[config.mk]
export PLATFORM = sky130hd
export DESIGN_NAME = uart_alu_pkt_parser_flat
export DESIGN_NICKNAME = d
export VERILOG_FILES = /design/src/rtl/uart_alu_pkt_parser_if.sv /design/src/rtl/uart_alu_pkt_parser.sv /design/src/flat_wrapper.sv
export SDC_FILE = /design/constraint.sdc
export NUM_CORES = 1
export LEC_CHECK = 0
export CAP_MARGIN = 40
export CORE_ASPECT_RATIO = 1.4
export CORE_MARGIN = 2
export CORE_UTILIZATION = 30
export CTS_BUF_LIST = sky130_fd_sc_hd__clkbuf_4 sky130_fd_sc_hd__clkbuf_8
export DETAILED_ROUTE_END_ITERATION = 6
export GPL_TIMING_DRIVEN = 0
export HOLD_SLACK_MARGIN = 0.05
export PLACE_DENSITY_LB_ADDON = 0.08
export SYNTH_ARGS = -nofsm -noshare
export SYNTH_HDL_FRONTEND = slang
export SYNTH_SLANG_ARGS = --single-unit
[constraint.sdc]
create_clock -name clk_i -period 2.5 [get_ports clk_i]
set_input_delay 0.75 -clock clk_i [delete_from_list [all_inputs] [get_ports clk_i]]
set_output_delay 0.75 -clock clk_i [all_outputs]
set_load 0.02 [all_outputs]
[src/rtl/uart_alu_pkt_parser_if.sv]
// Byte-stream in / operand-stream out bundle of the UART ALU packet parser.
// Latency: none (signal bundle only).
// Backpressure: rx side rx_valid_i/rx_ready_o, ALU side operand_valid_o/operand_ready_i.
// Ports: rx_data_i, rx_valid_i, rx_ready_o          byte stream from uart_rx
//        opcode_o, operand_o, operand_valid_o,
//        operand_ready_i, operand_first_o,
//        operand_last_o                             operand stream to the ALU
//        err_o, err_code_o                          packet-drop notification
interface uart_alu_pkt_parser_if;
  logic [7:0]  rx_data_i;
  logic        rx_valid_i;
  logic        rx_ready_o;
  logic [7:0]  opcode_o;
  logic [31:0] operand_o;
  logic        operand_valid_o;
  logic        operand_ready_i;
  logic        operand_first_o;
  logic        operand_last_o;
  logic        err_o;
  logic [1:0]  err_code_o;

  // Parser side.
  modport slave (
    input  rx_data_i, rx_valid_i, operand_ready_i,
    output rx_ready_o, opcode_o, operand_o, operand_valid_o,
           operand_first_o, operand_last_o, err_o, err_code_o
  );

  // Environment side: uart_rx feeding bytes, ALU consuming operands.
  modport master (
    output rx_data_i, rx_valid_i, operand_ready_i,
    input  rx_ready_o, opcode_o, operand_o, operand_valid_o,
           operand_first_o, operand_last_o, err_o, err_code_o
  );
endinterface

[src/rtl/uart_alu_pkt_parser.sv]
// Decodes opcode/rsvd/len_lo/len_hi packets and packs the payload into 32-bit ALU operands.
// Latency: operand valid 1 cycle after its last byte; err_o 1 cycle after the deciding byte/idle cycle.
// Backpressure: rx_ready_o low while an operand waits for the ALU; byte stream otherwise never stalls.
// Ports: clk_i      system clock
//        rst_ni     asynchronous active-low reset
//        bus        uart_alu_pkt_parser_if.slave (rx byte stream, operand stream, error flags)
module uart_alu_pkt_parser #(
  parameter logic [15:0] MAX_LEN_P = 16'd1024,
  parameter logic [31:0] TIMEOUT_P = 32'd100000
) (
  input logic                  clk_i,
  input logic                  rst_ni,
  uart_alu_pkt_parser_if.slave bus
);

  typedef enum logic [2:0] {
    S_IDLE, S_RSVD, S_LEN_LO, S_LEN_HI, S_PAYLOAD, S_EMIT, S_DRAIN
  } state_t;

  localparam logic [7:0] OP_ECHO = 8'hEC;
  localparam logic [7:0] OP_ADD  = 8'hA0;
  localparam logic [7:0] OP_MUL  = 8'hA1;
  localparam logic [7:0] OP_DIV  = 8'hA2;

  state_t      r_state, w_state_nxt;
  logic [7:0]  r_op_hdr;       // opcode of the packet being parsed
  logic        r_bad_op;
  logic [7:0]  r_len_lo;
  logic [15:0] r_cnt;          // payload bytes still to accept (PAYLOAD/DRAIN)
  logic [31:0] r_tmo;
  logic [23:0] r_pack;         // lower three bytes of the operand under assembly
  logic [1:0]  r_idx;          // byte lane of the next payload byte
  logic        r_first_pend;
  logic [7:0]  r_opcode;
  logic [31:0] r_operand;
  logic        r_valid, r_first, r_last, r_err;
  logic [1:0]  r_err_code;

  logic        w_rx_ready, w_xfer, w_op_xfer, w_tmo_act, w_tmo_hit;
  logic        w_rx_op_ok, w_is_arith, w_len_bad, w_hdr_bad, w_op_done;
  logic [15:0] w_len, w_pay;
  logic        w_err_set, w_load_op;
  logic [1:0]  w_err_code_nxt;

  assign w_rx_ready = (r_state != S_EMIT);
  assign w_xfer     = bus.rx_valid_i && w_rx_ready;
  assign w_op_xfer  = r_valid && bus.operand_ready_i;

  assign w_rx_op_ok = bus.rx_data_i inside {OP_ECHO, OP_ADD, OP_MUL, OP_DIV};
  assign w_is_arith = r_op_hdr inside {OP_ADD, OP_MUL, OP_DIV};
  assign w_len      = {bus.rx_data_i, r_len_lo};
  assign w_pay      = w_len - 16'd4;
  // P mod 4 only matters once L >= 5, where w_pay cannot underflow.
  assign w_len_bad  = (w_len < 16'd5) || (w_len > MAX_LEN_P) ||
                      (w_is_arith && (w_pay[1:0] != 2'b00));
  assign w_hdr_bad  = r_bad_op || w_len_bad;
  assign w_op_done  = (r_op_hdr == OP_ECHO) || (r_idx == 2'd3);

  // Idle-cycle watchdog runs only while a packet is partly received; EMIT is
  // excluded so a slow ALU never aborts a packet.
  assign w_tmo_act  = (r_state != S_IDLE) && (r_state != S_EMIT);
  assign w_tmo_hit  = w_tmo_act && !w_xfer && (r_tmo == TIMEOUT_P - 32'd1);

  always_ff @(posedge clk_i or negedge rst_ni) begin
    if (!rst_ni) r_state <= S_IDLE;
    else         r_state <= w_state_nxt;
  end

  always_comb begin
    w_state_nxt    = r_state;
    w_err_set      = 1'b0;
    w_err_code_nxt = r_err_code;
    w_load_op      = 1'b0;
    if (w_tmo_hit) begin
      w_state_nxt    = S_IDLE;
      w_err_set      = 1'b1;
      w_err_code_nxt = 2'b11;
    end else begin
      case (r_state)
        S_IDLE:   if (w_xfer) w_state_nxt = S_RSVD;
        S_RSVD:   if (w_xfer) w_state_nxt = S_LEN_LO;
        S_LEN_LO: if (w_xfer) w_state_nxt = S_LEN_HI;
        S_LEN_HI: if (w_xfer) begin
          if (w_hdr_bad) begin
            w_err_set      = 1'b1;
            w_err_code_nxt = r_bad_op ? 2'b01 : 2'b10;
            w_state_nxt    = (w_len <= 16'd4) ? S_IDLE : S_DRAIN;
          end else begin
            w_state_nxt = S_PAYLOAD;
          end
        end
        S_PAYLOAD: if (w_xfer && w_op_done) begin
          w_load_op   = 1'b1;
          w_state_nxt = S_EMIT;
        end
        S_EMIT:   if (w_op_xfer) w_state_nxt = (r_cnt != 16'd0) ? S_PAYLOAD : S_IDLE;
        S_DRAIN:  if (w_xfer && (r_cnt == 16'd1)) w_state_nxt = S_IDLE;
        default:  w_state_nxt = S_IDLE;
      endcase
    end
  end

  always_ff @(posedge clk_i or negedge rst_ni) begin
    if (!rst_ni) begin
      r_op_hdr     <= 8'd0;
      r_bad_op     <= 1'b0;
      r_len_lo     <= 8'd0;
      r_cnt        <= 16'd0;
      r_tmo        <= 32'd0;
      r_pack       <= 24'd0;
      r_idx        <= 2'd0;
      r_first_pend <= 1'b0;
      r_opcode     <= 8'd0;
      r_operand    <= 32'd0;
      r_valid      <= 1'b0;
      r_first      <= 1'b0;
      r_last       <= 1'b0;
      r_err        <= 1'b0;
      r_err_code   <= 2'b00;
    end else begin
      r_err <= w_err_set;
      if (w_err_set) r_err_code <= w_err_code_nxt;

      if (w_tmo_act && !w_xfer && !w_tmo_hit) r_tmo <= r_tmo + 32'd1;
      else                                    r_tmo <= 32'd0;

      if ((r_state == S_IDLE) && w_xfer) begin
        r_op_hdr <= bus.rx_data_i;
        r_bad_op <= !w_rx_op_ok;
      end
      if ((r_state == S_LEN_LO) && w_xfer) r_len_lo <= bus.rx_data_i;

      // A fresh header restarts packing, which also discards any partial
      // operand left behind by a timeout abort.
      if ((r_state == S_LEN_HI) && w_xfer) begin
        r_cnt        <= (w_len <= 16'd4) ? 16'd0 : w_pay;
        r_idx        <= 2'd0;
        r_pack       <= 24'd0;
        r_first_pend <= 1'b1;
      end

      if (((r_state == S_PAYLOAD) || (r_state == S_DRAIN)) && w_xfer)
        r_cnt <= r_cnt - 16'd1;

      if ((r_state == S_PAYLOAD) && w_xfer) begin
        r_idx <= r_idx + 2'd1;
        case (r_idx)
          2'd0:    r_pack[7:0]   <= bus.rx_data_i;
          2'd1:    r_pack[15:8]  <= bus.rx_data_i;
          2'd2:    r_pack[23:16] <= bus.rx_data_i;
          default: ;
        endcase
      end

      if (w_load_op) begin
        r_operand    <= (r_op_hdr == OP_ECHO) ? {24'd0, bus.rx_data_i}
                                              : {bus.rx_data_i, r_pack};
        r_opcode     <= r_op_hdr;
        r_valid      <= 1'b1;
        r_first      <= r_first_pend;
        r_last       <= (r_cnt == 16'd1);
        r_first_pend <= 1'b0;
      end else if (w_op_xfer) begin
        r_valid <= 1'b0;
        r_first <= 1'b0;
        r_last  <= 1'b0;
      end
    end
  end

  assign bus.rx_ready_o      = w_rx_ready;
  assign bus.opcode_o        = r_opcode;
  assign bus.operand_o       = r_operand;
  assign bus.operand_valid_o = r_valid;
  assign bus.operand_first_o = r_first;
  assign bus.operand_last_o  = r_last;
  assign bus.err_o           = r_err;
  assign bus.err_code_o      = r_err_code;

endmodule

[src/flat_wrapper.sv]
// flat-port wrapper written by rule: the top's interface ports become plain ports
module uart_alu_pkt_parser_flat 
#(
  parameter logic [15:0] MAX_LEN_P = 16'd1024,
  parameter logic [31:0] TIMEOUT_P = 32'd100000
)
  (clk_i, rst_ni, bus_rx_data_i, bus_rx_valid_i, bus_operand_ready_i, bus_rx_ready_o, bus_opcode_o, bus_operand_o, bus_operand_valid_o, bus_operand_first_o, bus_operand_last_o, bus_err_o, bus_err_code_o);
  uart_alu_pkt_parser_if bus_i ();
  input logic clk_i;
  input logic rst_ni;
  input wire logic [$bits(bus_i.rx_data_i)-1:0] bus_rx_data_i;
  input wire logic [$bits(bus_i.rx_valid_i)-1:0] bus_rx_valid_i;
  input wire logic [$bits(bus_i.operand_ready_i)-1:0] bus_operand_ready_i;
  output wire logic [$bits(bus_i.rx_ready_o)-1:0] bus_rx_ready_o;
  output wire logic [$bits(bus_i.opcode_o)-1:0] bus_opcode_o;
  output wire logic [$bits(bus_i.operand_o)-1:0] bus_operand_o;
  output wire logic [$bits(bus_i.operand_valid_o)-1:0] bus_operand_valid_o;
  output wire logic [$bits(bus_i.operand_first_o)-1:0] bus_operand_first_o;
  output wire logic [$bits(bus_i.operand_last_o)-1:0] bus_operand_last_o;
  output wire logic [$bits(bus_i.err_o)-1:0] bus_err_o;
  output wire logic [$bits(bus_i.err_code_o)-1:0] bus_err_code_o;
  assign bus_i.rx_data_i = bus_rx_data_i;
  assign bus_i.rx_valid_i = bus_rx_valid_i;
  assign bus_i.operand_ready_i = bus_operand_ready_i;
  assign bus_rx_ready_o = bus_i.rx_ready_o;
  assign bus_opcode_o = bus_i.opcode_o;
  assign bus_operand_o = bus_i.operand_o;
  assign bus_operand_valid_o = bus_i.operand_valid_o;
  assign bus_operand_first_o = bus_i.operand_first_o;
  assign bus_operand_last_o = bus_i.operand_last_o;
  assign bus_err_o = bus_i.err_o;
  assign bus_err_code_o = bus_i.err_code_o;
  uart_alu_pkt_parser #(.MAX_LEN_P(MAX_LEN_P), .TIMEOUT_P(TIMEOUT_P)) u_core (.clk_i(clk_i), .rst_ni(rst_ni), .bus(bus_i));
endmodule
==> results.json, run 1 <==
{
  "die_h_um": 182,
  "drt_wl_total_mm": 19.2,
  "wl_met2_mm": 10.0,
  "fin_cells": 1139,
  "power_density_nw_per_um2": 785,
  "synth_ff_type": "dfrtp_1",
  "antenna_found_initial": 0,
  "status": "finished, final reports clean",
  "rsz0062_at_grt": "no",
  "path_cells": "clkdlybuf4s50_1, or4_4, nand2b_4, or3_4, a311oi_2, a21oi_1",
  "dpl.cell_count": 1110,
  "crit_arrival_ns": 2.80,
  "grt_pass1_vias": 5752,
  "setup_viol": 0,
  "irDropWorstVdd_mv": 0.385,
  "startpoint_type": "input port",
  "synth_area_um2": 6820,
  "drv_slew": 0,
  "top_layer": "met4",
  "ctsHoldBuffers": 0,
  "yosysTopAreaCellShare_pct": 51.7,
  "yosys-top-cells-area": "dfrtp_1, nand2_1, nor2_1, nand3_1, o21ai_0",
  "drt_pass1_iterations": 5,
  "crit_end": "u_core.r_cnt[1]",
  "grt_first_pass_wirelength_mm": 31.2,
  "fin_setup_tns_ns": 0,
  "leakage_nw": 3.48,
  "place_area_um2": 7830,
  "pre_cts_ws_ns": -0.836,
  "routabilityCongestion": 0.880,
  "clockBufferDepth": 2,
  "tightest_slew_ns": 0.893,
  "synthCells": 747,
  "rr_endpoint": "u_core.r_cnt[10]",
  "gr-total-overflow": 0,
  "ant_nets": 0,
  "synth-edff-count": 0,
  "cp.required_ns": 2.83,
  "synth_nets": 769,
  "vias": 5658,
  "synth_cell_types": 51,
  "portBuffers": 56,
  "cts_tree": "yes",
  "maxCapViolCount": 0,
  "yosysSeqAreaShare_pct": 51.7,
  "avgSynthCellArea_um2": 9.13,
  "ys_async_sr_fraction_pct": 100,
  "multi_input_area_um2": 3140,
  "drc": 0,
  "route.detailed.wl_per_inst_um": 16.9,
  "critPathSlowestCell": "or4_4",
  "antennaDiodeCount": 0,
  "critPathKind": "input port to flip-flop",
  "grtUsageTotal_pct": 16.6,
  "vias_per_cell": 4.97,
  "relSlewSlack_pct": 40.2,
  "root_buffer": "clkbuf_8",
  "ys_seq_elements": 141,
  "r2r_slack_ns": 0.18,
  "clk_latency_ns": 0.47,
  "h-tree-depth": 4,
  "row_count": 65,
  "holdWs_ns": 0.232,
  "dp_hpwl_mm": 13.8,
  "synth_top_cell_by_area": "dfrtp_1",
  "grt_max_degree": 86,
  "setup_ws_ns": 0.0367,
  "period_share_pct": 98.5,
  "skew_ns": 0.0144,
  "synth_warnings": 0,
  "end_kind": "flip-flop",
  "cts.sinks": 141,
  "final_nets": 848,
  "area_growth_pct": 21.9,
  "die_x_um": 131,
  "final_area_um2": 8320,
  "post-route-util_pct": 37.1,
  "startpoint": "bus_rx_data_i[4]",
  "regArea_um2": 3530,
  "met1_length_mm": 8.04,
  "hold_viol_final": 0,
  "hold_path.class": "input port to async pin",
  "cts_buffers": 17,
  "core_area_um2": 22400,
  "cp_slowest_stage_delay_ns": 0.59,
  "reg2reg_from": "u_core.r_state[2]",
  "initial_utilization_pct": 30.4,
  "io_pins": 59,
  "met3_length_um": 610,
  "finalCriticalPeriod_ns": 2.46,
  "fillCellCount": 2343,
  "cp_max_fo": 5,
  "clk_pin_slew_ns": 0.08,
  "total_power_mw": 6.53,
  "fmax_mhz": 406,
  "drtIter0Drc": 284,
  "drive_gt1_share_pct": 9.31,
  "reg2reg_depth": 6,
  "die_area_um2": 24000
}
==> final cells by class <==
cell class	count	area share (%)
Multi-Input combinational cell	549	37.7
Clock inverter	9	1.64
Tap cell	301	4.53
Buffer	40	1.99
Clock buffer	22	3.41
Sequential cell	141	42.4
Inverter	15	0.677
Timing Repair Buffer	62	7.61
==> layout by cell type (no fill, tap or decap), types with 4 or more instances in the layout <==
cell type / count
o21ai_0: 41
o211ai_1: 5
xnor2_1: 17
or4_1: 6
a21oi_1: 18
clkbuf_2: 5
nand4_1: 15
ha_1: 10
inv_1: 15
nor2_1: 59
and2_1: 8
mux2_2: 17
o221ai_1: 5
nand2_1: 177
xor2_1: 21
or3_1: 4
nand2b_1: 4
a31oi_1: 9
nand3_1: 44
nor3_1: 17
clkbuf_1: 31
clkbuf_4: 5
clkdlybuf4s50_1: 53
clkbuf_8: 19
dfrtp_1: 140
and4_1: 5
o31ai_1: 4
nor4_1: 11
==> state kept, by name (all words and copies together), names as in the netlist <==
| register | count |
|---|---|
| u_core.bus.err_code_o | 2 |
| u_core.r_first_pend | 1 |
| u_core.bus.operand_o | 32 |
| u_core.r_pack | 24 |
| u_core.r_cnt | 16 |
| u_core.r_state | 3 |
| u_core.r_idx | 2 |
| u_core.r_len_lo | 8 |
| u_core.bus.operand_valid_o | 1 |
| u_core.r_tmo | 32 |
| u_core.bus.err_o | 1 |
| u_core.r_bad_op | 1 |
| u_core.r_op_hdr | 8 |
| u_core.bus.opcode_o | 8 |
| u_core.bus.operand_last_o | 1 |
| u_core.bus.operand_first_o | 1 |
==> where the power goes <==
part | total, mW | switching [mW] | internal [mW] | leakage [nW]
combinational | 1.51 | 0.864 | 0.650 | 1.39
sequential | 3.03 | 0.393 | 2.63 | 1.88
clock | 1.99 | 0.918 | 1.07 | 0.210
total | 6.53 | 2.18 | 4.35 | 3.48
==> synth_stat cells, types with 3 or more instances <==
library cell	n
clkbuf_1	42
or4_1	7
nor3b_1	3
xnor2_1	17
a21oi_1	18
o21a_1	3
nand3b_1	3
nor2_1	59
nor4b_1	3
o211ai_1	5
nand2b_1	5
o21ai_0	41
a31oi_1	9
nand3_1	44
nor3_1	19
and4_1	5
a311oi_1	4
nand4_1	15
o221ai_1	5
and2_1	8
inv_1	15
mux2_2	17
dfrtp_1	141
nand2_1	177
nor4_1	11
o22ai_1	3
or3_1	5
o31ai_1	6
xor2_1	21
ha_1	10
==> cell families (layout without fill, tap and decap cells) <==
logic type / after synthesis / after routing / synth area share (%)
flip-flops: 141 / 141 / 51.7
XOR/XNOR: 38 / 38 / 4.88
adder cells (fa/ha/maj): 10 / 10 / 1.83
multiplexers: 19 / 19 / 3.10
buffers and inverters: 57 / 148 / 3.14
AO/OA/AOI/OAI: 108 / 108 / 9.96
AND/OR/NAND/NOR: 374 / 374 / 25.4
==> worst max-delay path: cells and delay by family <==
family	cells	cell delay, ns
AO/OA/AOI/OAI	2	0.38
buffers and inverters	1	0.45
AND/OR/NAND/NOR	3	1.23
==> metal layers <==
layer / up-vias / global-route usage, %
li1: 2754 / -
met1: 2751 / 19.4
met2: 118 / 29.4
met3: 35 / 3.31
met4: 0 / 7.83
met5: - / 0
==> worst min path at each step <==
stage	slack [ns]	cells past startpoint	start	to
global placement	0.45	2	u_core.bus.operand_o[19]	u_core.bus.operand_o[19]
global route	0.25	1	rst_ni	u_core.bus.operand_o[2]
CTS	0.24	1	rst_ni	u_core.bus.operand_o[7]
detailed placement	0.46	2	u_core.bus.operand_o[14]	u_core.bus.operand_o[14]
floorplan	0.44	2	u_core.r_first_pend	u_core.bus.operand_first_o
finish	0.23	1	rst_ni	u_core.bus.operand_o[7]
==> what timing repair did <==
item / 4_1_cts / 5_1_grt
cloned: 0 / 0
setup buffers: 0 / 0
endpoints found under the setup margin: 39 / 69
pin swaps: 1 / 0
resized for setup: 11 / 21
No activity file was read; power rests on OpenSTA's default activity.
==> run 2, diff against run 1 <==
MAX_ROUTING_LAYER = met4   (was default)
==> results.json, run 2 (same netlist as run 1, synthesis figures left out) <==
{
  "critPathKind": "input port to flip-flop",
  "tightest_slew_ns": 0.898,
  "routabilityCongestion": 0.894,
  "dpl.cell_count": 1110,
  "final_nets": 848,
  "setup_ws_ns": 0.0441,
  "fin_cells": 1139,
  "grtUsageTotal_pct": 17.1,
  "cp_max_fo": 5,
  "drc": 0,
  "clk_pin_slew_ns": 0.08,
  "mostFrequentLayoutCells": "nand2_1, dfrtp_1, nor2_1",
  "grt_first_pass_wirelength_mm": 31.2,
  "portBuffers": 56,
  "rr_endpoint": "u_core.r_tmo[31]",
  "route.detailed.wl_per_inst_um": 16.9,
  "antennaDiodeCount": 0,
  "initial_utilization_pct": 30.4,
  "irDropWorstVdd_mv": 0.386,
  "ctsHoldBuffers": 0,
  "finalCriticalPeriod_ns": 2.46,
  "power_density_nw_per_um2": 786,
  "status": "finished, final reports clean",
  "pre_cts_ws_ns": -0.836,
  "post_cts_buffers": 0,
  "leakage_nw": 3.48,
  "drive_gt1_share_pct": 9.31,
  "crit_arrival_ns": 2.79,
  "root_buffer": "clkbuf_8",
  "vias_per_cell": 4.96,
  "grt_pass1_vias": 5744,
  "grt_max_degree": 86,
  "die_x_um": 131,
  "dp_hpwl_mm": 13.8,
  "period_share_pct": 98.2,
  "top_usage_layer": "met2",
  "die_area_um2": 24000,
  "met3_usage_pct": 3.31,
  "hold_path.class": "input port to async pin",
  "antenna_found_initial": 0,
  "fmax_mhz": 407,
  "drtIter0Drc": 302,
  "vias": 5652,
  "end_kind": "flip-flop",
  "final_common_cell": "nand2_1",
  "h-tree-depth": 4,
  "cts.sinks": 141,
  "reg2reg_depth": 5,
  "cts_buffers": 17,
  "die_h_um": 182,
  "row_count": 65,
  "hold_viol_final": 0,
  "startpoint_type": "input port",
  "use_met1_pct": 19.2,
  "gr-total-overflow": 0,
  "r2r_slack_ns": 0.21,
  "relSlewSlack_pct": 39.9,
  "drt_pass1_iterations": 5,
  "holdWs_ns": 0.232,
  "clk_latency_ns": 0.47,
  "reg2reg_from": "u_core.r_tmo[5]",
  "met2_usage_pct": 29.6,
  "drt_wl_total_mm": 19.3,
  "fin_setup_tns_ns": 0,
  "skew_ns": 0.0141,
  "clockBufferDepth": 2,
  "io_pins": 59,
  "area_growth_pct": 21.9,
  "ant_nets": 0,
  "post-route-util_pct": 37.1,
  "cp.required_ns": 2.84,
  "cts_tree": "yes",
  "core_area_um2": 22400,
  "drv_slew": 0,
  "rsz0062_at_grt": "no",
  "setup_viol": 0,
  "maxCapViolCount": 0
}
[run 2: cell counts in the layout (fill, tap and decap cells not counted)]
No cell type changed its count.
[run 2: final cells by class]
class                           count  area [um^2]
Buffer                             40          163
Sequential cell                   141         3530
Fill cell                        2344        14100
Multi-Input combinational cell    549         3140
Inverter                           15         56.3
Clock buffer                       22          284
Timing Repair Buffer               62          633
Clock inverter                      9          136
Tap cell                          301          377
[run 2: repair_timing]
item                                    4_1_cts  5_1_grt
gates resized for setup                      11       19
pin swaps                                     1        0
endpoints found under the setup margin       39       69
[run 2: how the worst max path moves through the flow]
stage | end | slack (ns) | from | cells past startpoint
6_report | u_core.r_cnt[1] | 0.04 | bus_rx_data_i[4] | 6
2_1_floorplan | u_core.r_op_hdr[0] | 0.13 | bus_rx_valid_i | 4
3_3_place_gp | u_core.r_tmo[17] | -5.20 | rst_ni | 1
3_5_place_dp | u_core.r_cnt[8] | -0.84 | bus_rx_data_i[6] | 6
4_1_cts | u_core.r_cnt[1] | 0.02 | bus_rx_data_i[6] | 6
5_1_grt | bus_rx_ready_o | 0.004 | u_core.r_state[0] | 3
[run 2: stage by stage]
step | cell area, um^2 | power (mW)
after CTS | 8270 | 6.58
after global placement | 7760 | 4.49
after detailed placement | 7830 | 4.54
final | 8320 | 6.54
after floorplan | 6820 | 3.99
after global routing | 8320 | 6.92
[run 2: power breakdown]
group | switching (mW) | internal [mW] | leakage [nW]
Clock | 0.925 | 1.07 | 0.210
Sequential | 0.396 | 2.63 | 1.88
Combinational | 0.862 | 0.648 | 1.39
[run 2: worst max-delay path, cell delays in order]
cell	delay [ns]
clkdlybuf4s50_1	0.44
or4_4	0.59
nand2b_4	0.19
or3_4	0.45
a311oi_2	0.30
a21oi_1	0.07
[run 2: per-layer routing]
metal	vias up	routed length, um
met3	41	610
met5	-	0
met1	2735	8070
met4	0	614
met2	122	9980
li1	2754	-
